==> config.mk <==
export PLATFORM = sky130hd
export DESIGN_NAME = core_sequencer
export DESIGN_NICKNAME = d
export VERILOG_FILES = /design/src/rtl/core_sequencer.sv
export SDC_FILE = /design/constraint.sdc
export NUM_CORES = 1
export LEC_CHECK = 0
export CAP_MARGIN = 15
export CORE_UTILIZATION = 30
export DETAILED_ROUTE_END_ITERATION = 10
export HOLD_SLACK_MARGIN = 0.03
export SLEW_MARGIN = 20
export SYNTH_ARGS = -nofsm -noshare
export SYNTH_HDL_FRONTEND = slang
export SYNTH_SLANG_ARGS = --single-unit
export TNS_END_PERCENT = 20
==> constraint.sdc <==
create_clock -name clk -period 4.9 [get_ports clk]
set_clock_uncertainty 0.2 [all_clocks]
set_input_delay 0.98 -clock clk [delete_from_list [all_inputs] [get_ports clk]]
set_output_delay 0.98 -clock clk [all_outputs]
set_load 0.01 [all_outputs]
==> src/rtl/core_sequencer.sv <==
// Multi-cycle control sequencer for the RV32I scalar core.
// Fetch, decode, execute, memory and writeback steps; owns the architectural PC.
module core_sequencer #(
  parameter logic [31:0] RESET_PC = 32'h0000_0000,
  parameter int          MAX_WAIT = 255
) (
  input  logic        clk,
  input  logic        rst,
  output logic        imem_req,
  output logic [31:0] imem_addr,
  input  logic        imem_ack,
  input  logic [31:0] imem_rdata,
  output logic [31:0] instr_raw,
  input  logic        is_addi,
  input  logic        is_add,
  input  logic        is_beq,
  input  logic        is_jal,
  input  logic        is_load,
  input  logic        is_store,
  input  logic [31:0] imm,
  input  logic        br_eq,
  output logic        dmem_req,
  output logic        dmem_we,
  input  logic        dmem_ack,
  output logic        rf_we,
  output logic [1:0]  wb_sel,
  output logic [31:0] pc,
  output logic        retired,
  output logic        halted,
  output logic [1:0]  halt_cause
);

  localparam int WW = $clog2(MAX_WAIT + 1);
  localparam logic [WW-1:0] WAIT_LAST = WW'(MAX_WAIT - 1);

  typedef enum logic [2:0] {
    S_FETCH, S_DECODE, S_EXEC, S_MEM, S_WB, S_HALT
  } state_t;

  localparam logic [1:0] C_ILLEGAL  = 2'd1;
  localparam logic [1:0] C_MISALIGN = 2'd2;
  localparam logic [1:0] C_TIMEOUT  = 2'd3;

  state_t          state_q, state_d;
  logic [31:0]     pc_q, pc_d;
  logic [31:0]     instr_q, instr_d;
  logic [31:0]     npc_q, npc_d;
  logic [1:0]      cause_q, cause_d;
  logic [WW-1:0]   wait_q, wait_d;
  // class latched in DECODE: {beq, jal, load, store}
  logic [3:0]      cls_q, cls_d;
  logic [31:0]     tgt;

  always_ff @(posedge clk or posedge rst) begin
    if (rst) begin
      state_q <= S_FETCH;
      pc_q    <= RESET_PC;
      instr_q <= '0;
      npc_q   <= '0;
      cause_q <= '0;
      wait_q  <= '0;
      cls_q   <= '0;
    end else begin
      state_q <= state_d;
      pc_q    <= pc_d;
      instr_q <= instr_d;
      npc_q   <= npc_d;
      cause_q <= cause_d;
      wait_q  <= wait_d;
      cls_q   <= cls_d;
    end
  end

  always_comb begin
    state_d  = state_q;
    pc_d     = pc_q;
    instr_d  = instr_q;
    npc_d    = npc_q;
    cause_d  = cause_q;
    wait_d   = wait_q;
    cls_d    = cls_q;
    imem_req = 1'b0;
    dmem_req = 1'b0;
    dmem_we  = 1'b0;
    rf_we    = 1'b0;
    wb_sel   = 2'd0;
    retired  = 1'b0;
    tgt      = pc_q + 32'd4;
    unique case (state_q)
      S_FETCH: begin
        imem_req = ~rst;
        if (imem_ack) begin
          instr_d = imem_rdata;
          wait_d  = '0;
          state_d = S_DECODE;
        end else if (wait_q == WAIT_LAST) begin
          cause_d = C_TIMEOUT;
          state_d = S_HALT;
        end else begin
          wait_d = wait_q + 1'b1;
        end
      end
      S_DECODE: begin
        cls_d = {is_beq, is_jal, is_load, is_store};
        if ($onehot({is_addi, is_add, is_beq, is_jal, is_load, is_store})) begin
          state_d = S_EXEC;
        end else begin
          cause_d = C_ILLEGAL;
          state_d = S_HALT;
        end
      end
      S_EXEC: begin
        if (cls_q[2] || (cls_q[3] && br_eq)) tgt = pc_q + imm;
        if (tgt[1:0] != 2'b00) begin
          cause_d = C_MISALIGN;
          state_d = S_HALT;
        end else begin
          npc_d   = tgt;
          state_d = (cls_q[1] || cls_q[0]) ? S_MEM : S_WB;
        end
      end
      S_MEM: begin
        dmem_req = ~rst;
        dmem_we  = cls_q[0];
        if (dmem_ack) begin
          wait_d  = '0;
          state_d = S_WB;
        end else if (wait_q == WAIT_LAST) begin
          cause_d = C_TIMEOUT;
          state_d = S_HALT;
        end else begin
          wait_d = wait_q + 1'b1;
        end
      end
      S_WB: begin
        rf_we   = ~(cls_q[3] | cls_q[0]);
        wb_sel  = cls_q[2] ? 2'd1 : (cls_q[1] ? 2'd2 : 2'd0);
        pc_d    = npc_q;
        retired = 1'b1;
        state_d = S_FETCH;
      end
      S_HALT: begin
      end
      default: state_d = S_HALT;
    endcase
  end

  assign imem_addr  = pc_q;
  assign pc         = pc_q;
  assign instr_raw  = instr_q;
  assign halted     = (state_q == S_HALT);
  assign halt_cause = cause_q;

endmodule

==> reports/metrics.yaml <==
place_area_um2: 9240
postSynth.asyncResetShare: 1.00
htree_levels: 4
syn-num-nets: 900
via_per_inst: 4.92
crit_fanout: 3
cts-resized-gates: 0
io_pins: 181
timing.final.ws_setup_ns: 0.691
die_x_um: 158
synthFlopType: "dfrtp_1"
worst_pin_slew_ns: 0.798
status: "finished, final reports clean"
fin_crit_ns: 4.21
dr_total_vias: 6196
dp_slack_ns: 0.272
nFillCells: 2397
grt_pass1_wl_um: 31300
syn_area_um2: 7330
ctsHoldBuffers: 0
antenna_cells: 0
criticalPathCategory: "input port to register"
core_area_um2: 23700
finalWirelength_um: 19600
portBuffers: 180
cts_root_buf: "clkbuf_16"
final_nets: 1042
overflow: 0
cts-buffers-inserted: 17
die_h_um: 158
finalMaxSlewViolations: 0
grt_pass1_vias: 5911
drive_above_1_share: 0.128
clk_latency_ns: 0.41
post_cts_buffers: 0
ys_seq_area_frac: 0.386
clk_pin_slew_ns: 0.05
detailedPlacementHpwl_um: 14400
hold_path_class: "register to register"
dieArea_um2: 25000
yosysWarningCount: 0
setup_violations: 0
row_count: 56
clockBufferDepth: 2
drc: 0
power_density_nw_per_um2: 584
track_usage: 0.162
cts_tree: "built"
ir_drop_mv: 0.207
multi_input_area_um2: 4050
critPathRequiredTime_ns: 5.04
clock.fmax_mhz: 238
grt_max_degree: 62
ys_seq_elements: 113
cp-start-kind: "input port"
slew_headroom: 0.468
start_util: 0.309
fin_area_um2: 9840
hold_violations: 0
p_leak_nw: 4.30
drv_cap: 0
arrival_ns: 4.34
fin_crit_sh: 0.859
wl_per_cell_um: 15.6
firstDrtPassIters: 5
avgSynthCellArea_um2: 9.32
synth-edff-count: 0
yosysUniqueCellTypes: 58
antenna_left: 0
clkSinkCount: 113
postSynthCellCount: 786
area_delta_synth_final_pct: 34.4
drt-initial-drc-count: 288
rsz0062_at_grt: "no"
gp_congestion: 0.839
seqCellArea_um2: 2830
setup-tns-final_ns: 0
critPathCaptureType: "register"
antenna_found_initial: 0
[path summary, 6_finish.rpt]
check	from	endpoint	slack, ns	cells past startpoint
setup / recovery	is_addi	halt_cause[1]$_DFFE_PP0P_	0.69	12
hold / removal	npc_q[4]$_DFFE_PP0P_	npc_q[4]$_DFFE_PP0P_	0.28	2
setup reg to reg	imem_addr[0]$_DFFE_PP0P_	npc_q[30]$_DFFE_PP0P_	1.56	12
hold reg to reg	npc_q[4]$_DFFE_PP0P_	npc_q[4]$_DFFE_PP0P_	0.28	2
max in group asynchronous	rst	npc_q[15]$_DFFE_PP0P_	2.21	4
min in group asynchronous	rst	instr_raw[1]$_DFFE_PP0P_	1.01	3
[final cells by class]
| class | count | area share |
|---|---|---|
| Multi-Input combinational cell | 584 | 0.411 |
| Sequential cell | 113 | 0.287 |
| Timing Repair Buffer | 189 | 0.190 |
| Clock buffer | 22 | 0.0482 |
| Tap cell | 319 | 0.0405 |
| Clock inverter | 10 | 0.0135 |
| Inverter | 23 | 0.00915 |
[kinds of logic (layout without fill, tap and decap cells)]
| logic type | Yosys count | in the layout | share of synthesized area |
|---|---|---|---|
| fa+ha+maj | 39 | 39 | 0.0707 |
| mux | 67 | 67 | 0.103 |
| buf+inv | 89 | 244 | 0.0623 |
| simple gates | 234 | 234 | 0.152 |
| xor+xnor | 47 | 47 | 0.0562 |
| compound gates | 197 | 197 | 0.170 |
| flops | 113 | 113 | 0.386 |
[state kept, by name, indices dropped and copies added (netlist names)]
signal	cells
imem_addr	32
cls_q	4
npc_q	32
state_q	3
halt_cause	2
instr_raw	32
wait_q	8
[cell usage after synthesis (all sizes together) (8+ instances only)]
library cell	number	area (um^2)
ha	35	438
clkbuf	29	109
and2	8	50.1
nand3	17	85.1
xor2	19	166
a21o	21	158
nand2	75	282
nand4	13	81.3
a21oi	65	333
nor2	60	225
dfrtp	113	2830
o21ai	59	295
buf	37	262
and3	16	100
xnor2	28	245
inv	23	86.3
mux2	65	732
nor3	13	65.1
[placed cells by master (no fill, tap or decap), drive strengths merged, types with 3 or more instances in the layout]
master and instances:
clkdlybuf4s50 180, dfrtp 113, nand2 75, mux2 65, a21oi 65, nor2 60
o21ai 59, ha 35, xnor2 28, inv 22, clkbuf 22, a21o 21
xor2 19, nand3 17, and3 16, nand4 13, nor3 13, buf 9
and2 8, nor2b 7, a211oi 7, or3 5, a31oi 5, nor3b 5
or2 5, a31o 5, clkinvlp 4, fa 4, clkinv 4, o31ai 3
o21bai 3, o21a 3, and4 3, a221o 3, o221ai 3, a211o 3
bufinv 3, a2111oi 3
[layer usage]
layer	GRT usage	routed length, um	vias up
li1	-	-	3063
met4	0.0426	157	0
met3	0.0370	920	10
met5	0	0	-
met2	0.258	9290	154
met1	0.220	9260	2969
[worst max-delay path, cell delays in order]
cell and delay (ns):
clkdlybuf4s50_1 0.45, inv_1 0.05, fa_1 0.49, fa_1 0.49, inv_1 0.04, ha_1 0.18, fa_1 0.48, nor2_1 0.05
and2_1 0.16, a2111oi_0 0.69, a21oi_1 0.14, a21oi_1 0.14
[where the power goes]
| group | internal [mW] | total, mW | switching, mW |
|---|---|---|---|
| Combinational | 1.47 | 2.77 | 1.30 |
| Sequential | 1.29 | 1.70 | 0.402 |
| Clock | 0.836 | 1.28 | 0.445 |
| Total | 3.60 | 5.75 | 2.15 |
[metrics by stage]
stage          total power [mW]   util  std cells  hold slack [ns]
4_1_cts                    5.81  0.416       1260            0.274
5_1_grt                    6.15  0.416       1260            0.289
3_3_place_gp               4.46  0.390       1228            0.253
3_5_place_dp               4.49  0.390       1228            0.262
2_1_floorplan              3.42      -        786            0.239
6_report                   5.75  0.416       1260            0.276
No activity file was read; power rests on OpenSTA's default activity.
